<file path="config.mk">
export PLATFORM = sky130hd
export DESIGN_NAME = regfile_dump
export DESIGN_NICKNAME = d
export VERILOG_FILES = /design/src/rtl/regfile_pkg.sv /design/src/rtl/regfile_dump_buf.sv /design/src/rtl/regfile_dump.sv
export SDC_FILE = /design/constraint.sdc
export NUM_CORES = 1
export LEC_CHECK = 0
export ABC_CLOCK_PERIOD_IN_PS = 5100
export CELL_PAD_IN_SITES_DETAIL_PLACEMENT = 1
export CELL_PAD_IN_SITES_GLOBAL_PLACEMENT = 1
export CORE_MARGIN = 4
export CORE_UTILIZATION = 25
export DETAILED_ROUTE_END_ITERATION = 12
export PLACE_DENSITY = 0.67
export SETUP_SLACK_MARGIN = 0.5
export SLEW_MARGIN = 20
export SYNTH_ARGS = -nofsm -noshare
export SYNTH_HDL_FRONTEND = slang
export SYNTH_SLANG_ARGS = --single-unit
</file>
<file path="constraint.sdc">
create_clock -name clk -period 5.1 [get_ports clk]
set_input_delay 1.53 -clock clk [delete_from_list [all_inputs] [get_ports clk]]
set_output_delay 1.53 -clock clk [all_outputs]
set_load 0.02 [all_outputs]
</file>
<file path="src/rtl/regfile_pkg.sv">
// Shared types for the register-file dump path.
//   XLEN / NREG / REG_AW : data width, register count, index width
//   reg_idx_t, word_t    : register index and register value
//   dump_entry_t         : one streamed word tagged with its register index
//   dump_state_t         : dump controller states
package regfile_pkg;
  localparam int XLEN   = 32;
  localparam int NREG   = 32;
  localparam int REG_AW = $clog2(NREG);

  typedef logic [REG_AW-1:0] reg_idx_t;
  typedef logic [XLEN-1:0]   word_t;

  typedef struct packed {
    word_t    data;
    reg_idx_t idx;
  } dump_entry_t;

  typedef enum logic [1:0] {IDLE, RUN, FIN} dump_state_t;
endpackage

</file>
<file path="src/rtl/regfile_dump_buf.sv">
// Two-entry output buffer for the dump stream.
//   clk, reset  : clock and synchronous active-high reset
//   push        : load a captured pair (push0 always, push1 if push1_valid)
//   pop         : head entry leaves the buffer this cycle
//   can_push    : buffer is empty, or its only word is being popped now
//   count, head : occupancy and head entry
// A push replaces the whole contents, so callers may only push when
// can_push is high; that is what makes pop+push on the last word legal.
module regfile_dump_buf
  import regfile_pkg::*;
(
  input  logic        clk,
  input  logic        reset,
  input  logic        push,
  input  dump_entry_t push0,
  input  logic        push1_valid,
  input  dump_entry_t push1,
  input  logic        pop,
  output logic        can_push,
  output logic [1:0]  count,
  output dump_entry_t head
);
  dump_entry_t head_reg;
  dump_entry_t tail_reg;
  logic [1:0]  count_reg;

  always_ff @(posedge clk) begin
    if (reset) begin
      head_reg  <= '0;
      tail_reg  <= '0;
      count_reg <= 2'd0;
    end else if (push) begin
      head_reg  <= push0;
      tail_reg  <= push1;
      count_reg <= push1_valid ? 2'd2 : 2'd1;
    end else if (pop && count_reg != 2'd0) begin
      head_reg  <= tail_reg;
      count_reg <= count_reg - 2'd1;
    end
  end

  assign can_push = (count_reg == 2'd0) || (count_reg == 2'd1 && pop);
  assign count    = count_reg;
  assign head     = head_reg;
endmodule

</file>
<file path="src/rtl/regfile_dump.sv">
// Sequential register-file reader. On start it walks first_reg..last_reg,
// borrowing the core's two regfile read ports through port_req/port_gnt and
// capturing two registers per granted cycle, then streams them out on a
// valid/ready interface with the register index and a last marker.
//   clk, reset                     : clock, synchronous active-high reset
//   start, first_reg, last_reg     : dump request and inclusive range
//   busy, done                     : dump running / one-cycle completion pulse
//   port_req, port_gnt             : read-port ownership handshake
//   rs1, rs2, x1, x2               : borrowed regfile read ports
//   out_valid/ready/data/index/last: output word stream
module regfile_dump
  import regfile_pkg::*;
(
  input  logic     clk,
  input  logic     reset,
  input  logic     start,
  input  reg_idx_t first_reg,
  input  reg_idx_t last_reg,
  output logic     busy,
  output logic     done,
  output logic     port_req,
  input  logic     port_gnt,
  output reg_idx_t rs1,
  output reg_idx_t rs2,
  input  word_t    x1,
  input  word_t    x2,
  output logic     out_valid,
  input  logic     out_ready,
  output word_t    out_data,
  output reg_idx_t out_index,
  output logic     out_last
);
  dump_state_t state_reg, state_next;

  // One bit wider than an index so that a range ending at the top register
  // terminates instead of wrapping back to zero.
  logic [REG_AW:0] idx_reg;
  logic [REG_AW:0] idx_plus1;
  logic [REG_AW:0] idx_plus2;
  logic [REG_AW:0] last_ext;
  reg_idx_t        last_idx_reg;
  reg_idx_t        rs1_reg;
  reg_idx_t        rs2_reg;

  logic        capture;
  logic        pop;
  logic        can_push;
  logic [1:0]  buf_count;
  dump_entry_t buf_head;
  dump_entry_t entry0;
  dump_entry_t entry1;

  assign idx_plus1 = idx_reg + 1'b1;
  assign idx_plus2 = idx_reg + 2'd2;
  assign last_ext  = {1'b0, last_idx_reg};

  assign entry0  = '{data: x1, idx: idx_reg[REG_AW-1:0]};
  assign entry1  = '{data: x2, idx: idx_plus1[REG_AW-1:0]};
  assign pop     = out_valid && out_ready;
  assign capture = (state_reg == RUN) && port_gnt && (idx_reg <= last_ext) && can_push;

  regfile_dump_buf u_buf (
    .clk         (clk),
    .reset       (reset),
    .push        (capture),
    .push0       (entry0),
    .push1_valid (idx_plus1 <= last_ext),
    .push1       (entry1),
    .pop         (pop),
    .can_push    (can_push),
    .count       (buf_count),
    .head        (buf_head)
  );

  always_ff @(posedge clk) begin
    if (reset) begin
      state_reg    <= IDLE;
      idx_reg      <= '0;
      last_idx_reg <= '0;
      rs1_reg      <= '0;
      rs2_reg      <= '0;
    end else begin
      state_reg <= state_next;
      if (state_reg == IDLE && start) begin
        idx_reg      <= {1'b0, first_reg};
        last_idx_reg <= last_reg;
        rs1_reg      <= first_reg;
        rs2_reg      <= first_reg + 1'b1;
      end else if (capture) begin
        // Read addresses move with the counter, so they stay put while the
        // grant is withheld.
        idx_reg <= idx_plus2;
        rs1_reg <= idx_plus2[REG_AW-1:0];
        rs2_reg <= idx_plus2[REG_AW-1:0] + 1'b1;
      end
    end
  end

  always_comb begin
    state_next = state_reg;
    case (state_reg)
      IDLE:    if (start) state_next = (first_reg > last_reg) ? FIN : RUN;
      RUN:     if (pop && out_last) state_next = FIN;
      FIN:     state_next = IDLE;
      default: state_next = IDLE;
    endcase
  end

  assign busy      = (state_reg == RUN);
  assign port_req  = (state_reg == RUN);
  assign done      = (state_reg == FIN);
  assign rs1       = rs1_reg;
  assign rs2       = rs2_reg;
  assign out_valid = (buf_count != 2'd0);
  assign out_data  = buf_head.data;
  assign out_index = buf_head.idx;
  // Gated by valid so the reset contents (index 0 == last 0) do not flag.
  assign out_last  = out_valid && (buf_head.idx == last_idx_reg);
endmodule

</file>
# After elaboration in Yosys (flattened, before gate mapping)
# Index checks and enable logic that the tools add are counted.
# op_classes
n_eq_ne	6
n_mux	15
order_cmp	3
addsub	5
n_reduce_logical	17
# ops
op	count
37-bit two-way mux	2
5-bit two-way mux	6
6-bit by 5-bit less-or-equal comparator with 1-bit output	2
2-bit two-way mux	6
5-bit by 1-bit adder with 5-bit output, second input constant	2
1-bit logical AND	9
6-bit by 1-bit adder with 6-bit output, second input constant	1
6-bit by 2-bit adder with 6-bit output, second input constant	1
2-bit nonzero test	3
5-bit equality test	1
5-bit greater-than comparator	1
2-bit by 1-bit equality test with 1-bit output, second input constant	2
2-bit zero test	2
2-bit case mux with 2 select lines	1
2-bit equality test, second input constant	1
2-bit by 1-bit != test with 1-bit output, second input constant	1
2-bit != test, second input constant	1
2-bit AND reduction	1
2-bit OR reduction	1
2-bit by 1-bit subtractor with 2-bit output, second input constant	1
1-bit logical OR	1
# totals
word_cells	57
in_bits	79
output_inout_bits	52
ff_bits	99

# Logic depth before layout (Yosys ltp)
# logic_depth
ltp_word	7
depth_mapped	10
ltp_nobuf	9

# Cells and area by module
# A second synthesis with hierarchy kept.
# hier_totals
cells_unflattened	488
area_unflattened_um2	4757.1
# by_module_without_submodules
mod	cells_each	instances	area_per_inst_um2
regfile_dump_buf	306	1	3293.2
regfile_dump	182	1	1463.9

# Worst setup path after synthesis
# Ideal clock, no wire load.
# synth_timing
path_kind	in2reg
from	in start
to	reg rs2_reg[4] (netlist: rs2[4])
setup_time_ns	0.091
stages	9
arrival_ns	3.160
setup_slack_ns	1.849
required_ns	5.009
cell_sequence	or3b_1 clkbuf_1 clkbuf_1 buf_2 a21oi_1 ha_1 nand3b_1 xor2_1 a311oi_1
# synth_via
elab_chain_cells	2
# synth_lines
element	line	source
start, declared	regfile_dump.sv:16	input logic start,
1-bit logical AND *	regfile_dump.sv:84	if (state_reg == IDLE && start) begin
5-bit two-way mux or 2-bit nonzero test (tied branches)	--	
end signal, assigned	regfile_dump.sv:88	rs2_reg <= first_reg + 1'b1;
end signal, assigned	regfile_dump.sv:94	rs2_reg <= idx_plus2[REG_AW-1:0] + 1'b1;
end, declared	regfile_dump.sv:43	reg_idx_t rs2_reg;
# Mark *: on every way between the ends. The rest lies on a longest branch, timed or not.
# A chain may end at the register's enable or synchronous reset.

# Worst setup path after layout
# layout_timing
from	reg u_buf.count_reg[0] (netlist: u_buf.count[0])
to	out out_last
# layout_via
elab_chain_cells	2
# layout_lines
element	line	source
start, declared	regfile_dump_buf.sv:25	logic [1:0] count_reg;
start signal, assigned	regfile_dump_buf.sv:35	count_reg <= push1_valid ? 2'd2 : 2'd1;
start signal, assigned	regfile_dump_buf.sv:38	count_reg <= count_reg - 2'd1;
2-bit nonzero test	regfile_dump.sv:114	assign out_valid = (buf_count != 2'd0);
1-bit logical AND	regfile_dump.sv:118	assign out_last = out_valid && (buf_head.idx == last_idx_reg);
end, declared	regfile_dump.sv:31	output logic out_last
# Every way passes these cells.

==> results by group <==
Run status
  • Outcome: finished clean

Logic synthesis
  • Cells after synthesis: 541
  • Top FF cell, synth: dfxtp_1
  • EDFF count, synth: 0
  • Synth Area per Inst: 8.775 um^2
  • Sequential-to-total area share from yosys stat: 0.3964
  • Syn Nets: 640
  • Synth cell types: 49
  • Seq cells post-synth: 94
  • Async SR Flop Fraction: 0
  • Synth warn: 0
  • Synth Cell Area: 0.004747 mm^2

Setup path
  • Worst-path fanout max: 4
  • Slowest stage delay, CP: 700 ps
  • Max stage delay cell, worst path: clkdlybuf4s50_1
  • Worst setup EP type: output port
  • WP data arrival: 2230 ps
  • WP data required: 3570 ps
  • Worst path cell trace: inv_1 > ha_1 > nor3_1 > clkdlybuf4s50_1
  • Startpoint Class: register
  • Critical path start-end classification: register to output port

STA
  • Rel. slew slack: 0.3617
  • Hold_ws: 504.1 ps
  • Worst Setup Slack, final: 1336 ps
  • Max Fclk: 265.7 MHz
  • Slew @ Worst Pin: 957.5 ps
  • Setup_tns: 0 ps
  • Final period util: 0.7381
  • RSZ-0062 raised after global routing: no
  • Setup violators final: 0
  • Final min period: 3764 ps
  • Pins Over Slew Limit: 0
  • Clock Skew: 10.18 ps
  • Final Hold Vio Count: 0

Power and ir drop
  • Clk network pwr share: 0.198
  • Sequential power share: 0.311
  • VDD IR max: 213.3 uV
  • Switching component of the power: 1404 uW
  • Leakage power: 0.002100 uW
  • Internal: 1832 uW
  • Comb pwr share: 0.491
  • Power after layout: 3236 uW
  • Power Density: 506.2 mW/mm^2
  • Switching Fraction: 0.4338

Layout
  • Commonest non-fill, non-tap cell in the layout: clkdlybuf4s50_1
  • Nets: 729
  • Commonest cells after routing, fill and taps aside: clkdlybuf4s50_1, dfxtp_1, a21oi_1, nand3_1, o21ai_1
  • Share of post-route cells with drive strength above 1: 0.09134
  • Area Overhead vs Synth: 34.66%
  • # diodes: 0

Clock tree
  • Post-CTS sizing: 0
  • CTS tree: done
  • CTS hold repair buffers: 0
  • Clock Pin Slew Worst Setup and Hold Paths: 70 ps
  • Worst skew pair latency: 360 ps
  • Clock Sinks: 94
  • # Post-CTS Setup Buffers: 0
  • Total CTS buffers: 9
  • Clk buf depth: 2
  • Root Driver: clkbuf_16
  • Htree depth: 3

Floorplanning
  • Initial Util: 0.2538
  • Row cnt: 50
  • Total die area: 0.02126 mm^2
  • Die W: 145.8 um
  • Io pins: 131
  • DIE HEIGHT: 145.8 um
  • Placeable core area: 0.01871 mm^2

GRT
  • Gr usage total: 0.1571
  • Largest net degree at the start of global routing: 98
  • Total grt overflow: 0
  • Initial antenna violation count: 1
  • Vias in the first global route: 5032
  • Global-route wire length before repair: 27240 um

Place
  • GPL Wtd Cong: 0.7932
  • Hpwl dp: 11310 um
  • Pre-CTS setup slack: 1205 ps
  • Port buffer count: 130

Detailed routing
  • Routed met1 length: 7448 um
  • Met2 routed WL: 8279 um
  • Vias: 4593
  • Vias per Instance: 5.285
  • Final WL: 16750 um
  • Uppermost layer routed: met5
  • DRT antenna net count: 0
  • Starting DRT DRC Count: 176
  • Drt wl/cell: 19.27 um
  • Pre-antenna DRT Iters: 4
  • Routed wl met3: 763 um
  • Remaining DRCs: 0

Flow run
  • MaxCap Viol Count: 0

Hold path
  • HP Class: register to register
## critical path, delay by kind of cell, from the launching register on
kind | cells | cell delay [ps]
flip-flops | 1 | 360
adder cells (fa/ha/maj) | 1 | 280
buffers and inverters | 2 | 770
AND/OR/NAND/NOR | 1 | 460
## metal layers
| layer | vias to the layer above | global-route usage |
|---|---|---|
| li1 | 2186 | - |
| met1 | 2298 | 0.1913 |
| met2 | 90 | 0.2724 |
| met3 | 17 | 0.03831 |
| met4 | 2 | 0.05081 |
| met5 | - | 0 |
## path summary, 6_finish.rpt
check	start	endpoint	slack, ps	cells after the start
max	u_buf.count[0]	out_last	1340	4
min	u_buf.tail_reg[16]	u_buf.tail_reg[16]	500	2
max reg2reg	idx_reg[3]	u_buf.head[29]	1470	8
min reg2reg	u_buf.tail_reg[16]	u_buf.tail_reg[16]	500	2
## cell type report
class / instances / area [um^2]
clock buffers: 9 / 225.2
multi-input cells: 373 / 2529
inverters: 14 / 52.55
clock inverters: 7 / 48.80
repair buffers: 138 / 1363
well taps: 234 / 292.8
flip-flops and latches: 94 / 1882
fillers: 2136 / 12310
## synthesized netlist by cell type (all sizes together), types with 2 or more instances
cell    instances  area (um^2)
and2            4        25.02
dfxtp          94         1882
o21ai          39        195.2
clkbuf         29        108.9
inv            14        52.55
a211o           3        26.28
or4             2        15.01
a21oi          93        469.2
nor3            3        15.01
mux2i           2        20.02
nor2           11        43.80
nand4b          3        41.29
buf            31        188.9
nand4           2        12.51
and3            2        12.51
o211ai         11        82.58
a21o            4        30.03
nand2          17        63.81
ha             20        250.2
a311oi         41        490.5
nand3          79        395.4
nor2b           5        31.28
xor2            5        43.79
a211oi          3        35.03
mux2            2        22.52
xnor2           8        70.07
## cell families (layout without fill, tap and decap cells)
group	Yosys count	after routing	synth area share
mux	4	4	0.008961
compound gates	202	202	0.2955
simple gates	134	134	0.1487
buf+inv	74	168	0.07380
flops	94	94	0.3964
xor+xnor	13	13	0.02399
fa+ha+maj	20	20	0.05271
## power by group through the flow
stage                     clock, uW  combinational, uW  sequential [uW]
after floorplan                   0                904             1130
after global placement            0               1550             1020
after detailed placement          0               1600             1020
after CTS                       662               1600             1010
after global routing            688               1730             1030
final                           640               1590             1010
## through the flow
step                instances  instance area (um^2)  utilization
finish                    869                  6392       0.3417
global route              869                  6392       0.3417
detailed placement        853                  6115       0.3269
CTS                       869                  6389       0.3415
global placement          853                  6115       0.3269
floorplan                 541                  4747            -
No activity file was read; power rests on OpenSTA's default activity.
==> patch 1 (same settings) <==
The 3 states of `dump_state_t` get a one-hot encoding in 3 bits.
--- a/src/rtl/regfile_pkg.sv
+++ b/src/rtl/regfile_pkg.sv
@@ -17,5 +17,5 @@
   } dump_entry_t;
 
-  typedef enum logic [1:0] {IDLE, RUN, FIN} dump_state_t;
+  typedef enum logic [2:0] {IDLE = 3'b001, RUN = 3'b010, FIN = 3'b100} dump_state_t;
 endpackage
 
Formal check against the unedited RTL: same outputs for any inputs over 4 cycles, from zero or initial values and one cycle with reset high; so few cycles prove little.
==> patch 1 against the original RTL <==
Routed wire length is 2.4% lower; worst hold slack worse by 0.0090 ns; sequential cell count increased by 1; setup slack worse by 0.15 ns; clock skew is 0.0011 ns lower; cell area down 1.0%; area after synthesis decreased by 2.5%; critical path type unchanged; critical endpoint unchanged.
Power is not compared: it rests on default switching activity, and its combinational part moved more than twofold at a synthesized area within 25%.
==> patch 1: results (changes against the original RTL) <==
status: finished, final reports clean
post-synthesis cell type count: 48 (-2.0%)
Post-DP HPWL: 11500 µm (+1.5%)
CTS sink cnt: 95 (+1.1%)
Non-clock buffer share: 21.8% (+0.44 points)
met1 usage: 19.6% (+0.42 points)
GP Congestion: 0.796 (+0.39%)
met3 GRT Util: 2.61% (-1.2 points)
post-synthesis compound-gate area fraction: 26.8% (-2.8 points)
fillers: 2073 (-2.9%)
largest fanout on the critical path: 6 (+2)
data arrival time of the worst path: 2.39 ns (+0.16 ns)
vias in the first global route: 4847 (-3.7%)
first-pass GRT wire length: 25700 µm (-5.7%)
area share of fa/ha/maj cells after synthesis: 5.41% (+0.14 points)
HP Start: last_idx_reg[4]
maximum number of pins on one net before global-route repair: 69 (-30%)
top post-synthesis cells by area: dfxtp_1 (41%), a21oi_1 (9.2%), nand3_1 (9.2%)
syn_nets: 647 (+1.1%)
RR Endpoint: u_buf.head[26]
Seq area share: 30.1% (+0.62 points)
Multi-Input Combinational: 376 (+0.80%)
FF-to-FF Start: idx_reg[0]
clock-cell share of area: 4.59% (+0.30 points)
Crit path largest cell delay: 0.73 ns (+0.03 ns)
initial antenna violation count: 0 (-1)
NumNets Final: 735 (+0.82%)
met2 Use GR: 26.5% (-0.76 points)
xor and xnor fraction of the mapped netlist area: 3.03% (+0.63 points)
inverters: 16 (+2)
Commonest cells post-synth: dfxtp_1 (95), a21oi_1 (85), nand3_1 (85)
worst-margin pin slew: 0.931 ns (-0.0261 ns)
Syn-to-layout area delta: 36.7%
share of layout cells above drive strength 1: 5.46% (-3.7 points)
Seq/Total Area, Yosys: 41.1% (+1.5 points)
-- patch 1: worst min-delay path: stages, from the launching register on --
cell and delay (ns):
dfxtp_1 0.33, nand2_1 0.06, a21oi_1 0.05
-- patch 1: worst max path at each step --
stage                         from             end  slack, ns  depth (start not counted)
detailed placement       out_ready  u_buf.head[26]       0.59                          6
global route        u_buf.count[0]        out_last       1.04                          4
floorplan                    start          rs2[4]       1.95                         10
CTS                      out_ready  u_buf.head[26]       0.97                          6
finish              u_buf.count[0]        out_last       1.18                          4
global placement         out_ready  u_buf.head[27]       0.71                          6
-- patch 1: through the flow --
step           cells  hold slack [ns]  util, %
2_1_floorplan    548            0.461        -
3_3_place_gp     853            0.483     33.2
3_5_place_dp     853            0.491     33.2
4_1_cts          869            0.501     34.8
5_1_grt          870            0.529     35.0
6_report         870            0.495     35.0
-- patch 1: routing by layer --
layer | up-vias | share of wire [%]
li1 | 2216 | -
met4 | 0 | 2.1
met3 | 27 | 4.8
met1 | 2228 | 44
met2 | 117 | 49
met5 | - | 0
==> patch 2 (config.mk and constraints unchanged) <==
Made on the original files. `NREG`: 32 -> 64.
--- a/src/rtl/regfile_pkg.sv
+++ b/src/rtl/regfile_pkg.sv
@@ -6,5 +6,5 @@
 package regfile_pkg;
   localparam int XLEN   = 32;
-  localparam int NREG   = 32;
+  localparam int NREG   = 64;
   localparam int REG_AW = $clog2(NREG);
 
Interface: changed (5 resized); port bits go from 131 to 136. The function was not compared with the original's and may differ.
==> patch 2 against the original RTL <==
Routed wire length shrank 12%; area after synthesis grew 2.7%; sequential power is essentially flat; critical endpoint unchanged; setup slack lost 0.38 ns; critical path type unchanged; clock skew shrank 0.0030 ns; first-iteration DRC count shrank 20%; total power shrank 10%; non-clock buffer count is the same; sequential cell count grew 5; combinational power shrank 31%; via count shrank 6.4%; largest cell class unchanged; cell area grew 3.7%.
==> patch 2: results (changes against the original RTL) <==
end of the worst hold path: u_buf.tail_reg[37]
Synth Area per Inst: 8.73 µm² (-0.47%)
Leak: 2.29 nW (+8.9%)
Total Routing Usage GR: 13.7% (-2.1 points)
largest fanout on the critical path: 4 (unchanged)
Post-Route WL: 14800 µm (-12%)
data arrival time of the worst path: 2.61 ns (+0.38 ns)
cts bufs inserted: 9 (unchanged)
Inst Count DP: 911 (+6.8%)
PortBufs: 135 (+3.8%)
clk_lat worst skew: 0.34 ns (-0.02 ns)
first-pass GRT wire length: 24500 µm (-10%)
Syn-to-layout area delta: 36.0%
Commonest cells post-synth: nand2_1 (139), dfxtp_1 (99), nor2_1 (57)
CTS max path bufs: 2 (unchanged)
clock slew at reported path FFs: 0.07 ns (about the same)
Crit path largest cell delay: 0.75 ns (+0.05 ns)
Slowest cell on crit path: clkdlybuf4s50_1
Post-CTS Setup Repair Bufs: 0 (unchanged)
maximum vdd drop: 0.197 mV (-7.8%)
final cell count without fillers: 927 (+6.7%)
DRT Pass-1 Iters: 4 (unchanged)
vias in the first global route: 4785 (-4.9%)
DP Area: 6280 µm² (+2.8%)
Synth warnings: 0 (unchanged)
Seq/Total Area, Yosys: 40.7% (+1.0 points)
status: finished, final reports clean
GP Congestion: 0.852 (+7.4%)
syn_nets: 662 (+3.4%)
DP Worst Slack: 1.16 ns (-0.0397 ns)
Hold Slack: 0.477 ns (-0.0275 ns)
post-synthesis compound-gate area fraction: 20.6% (-8.9 points)
Max-Slew Margin vs Limit: 33.4% (-2.7 points)
Post-DP HPWL: 10700 µm (-5.8%)
r2r setup slk: 2.19 ns (+0.72 ns)
initial antenna violation count: 0 (-1)
Synth Register Bits: 99 (+5.3%)
HP Start: u_buf.tail_reg[37]
maximum number of pins on one net before global-route repair: 84 (-14%)
mux contribution to synthesized area: 1.64% (+0.75 points)
top post-synthesis cells by area: dfxtp_1 (41%), nand2_1 (11%), a311oi_2 (10%)
xor and xnor fraction of the mapped netlist area: 3.23% (+0.84 points)
DRT iter0 DRCs: 140 (-20%)
share of layout cells above drive strength 1: 10.3% (+1.2 points)
FF-to-FF Start: idx_reg[5]
CP delay by family, top: buffers and inverters
clk_skew: 0.00716 ns (-0.00302 ns)
Cells on Worst Hold Path: 2 (unchanged)
area share of fa/ha/maj cells after synthesis: 5.91% (+0.63 points)
RR Endpoint: u_buf.count[1]
NumNets Final: 766 (+5.1%)
vias per std cell: 4.64 (-12%)
fillers: 2218 (+3.8%)
post-synthesis cell type count: 47 (-4.1%)
R2R cell count: 7 (-1)
## patch 2: changes by cell type after synthesis, moves of 6 or more
cell,change
mux2i_1,+6
clkbuf_1,-18
o21ai_1,-25
a311oi_2,+12
nand2_1,+122
a21oi_1,-41
o21ai_0,-10
nor2_1,+47
a311oi_1,-15
nand3_1,-70
o211ai_1,-11
## patch 2: per-layer routing
metal  part of all wire [%]  GRT usage [%]
met1                     45           16.9
met2                     48           23.2
met3                    4.6           2.88
met4                    2.4           5.36
met5                      0              0
## patch 2: layout make-up
| cell class | instances | area share [%] |
|---|---|---|
| multi-input combinational | 395 | 38.3 |
| sequential | 99 | 29.9 |
| timing repair buffer | 138 | 20.7 |
| tap | 260 | 4.91 |
| clock buffer | 9 | 3.40 |
| clock inverter | 7 | 1.76 |
| inverter | 19 | 1.08 |
## patch 2: report_power, final
part | internal, mW | switching, mW | leakage [nW] | total (mW)
sequential | 0.909 | 0.102 | 0.807 | 1.01
clock | 0.479 | 0.306 | 0.165 | 0.785
combinational | 0.495 | 0.605 | 1.32 | 1.10
## patch 2: worst register-to-register path, stage by stage, from the launching register on
cell and delay (ns):
dfxtp_1 0.56, ha_1 0.36, a211oi_2 0.25, nand2_1 0.09, o22ai_2 0.23, a22o_4 0.83, o21ai_0 0.22, o221a_2 0.28
## patch 2: how the worst max path moves through the flow
stage	startpoint	to	slack, ns
4_1_cts	u_buf.count[0]	out_last	0.83
2_1_floorplan	u_buf.count[0]	out_last	2.01
3_5_place_dp	start	rs2[4]	1.16
5_1_grt	u_buf.count[0]	out_last	0.75
6_report	u_buf.count[0]	out_last	0.96
3_3_place_gp	u_buf.count[0]	out_last	1.27
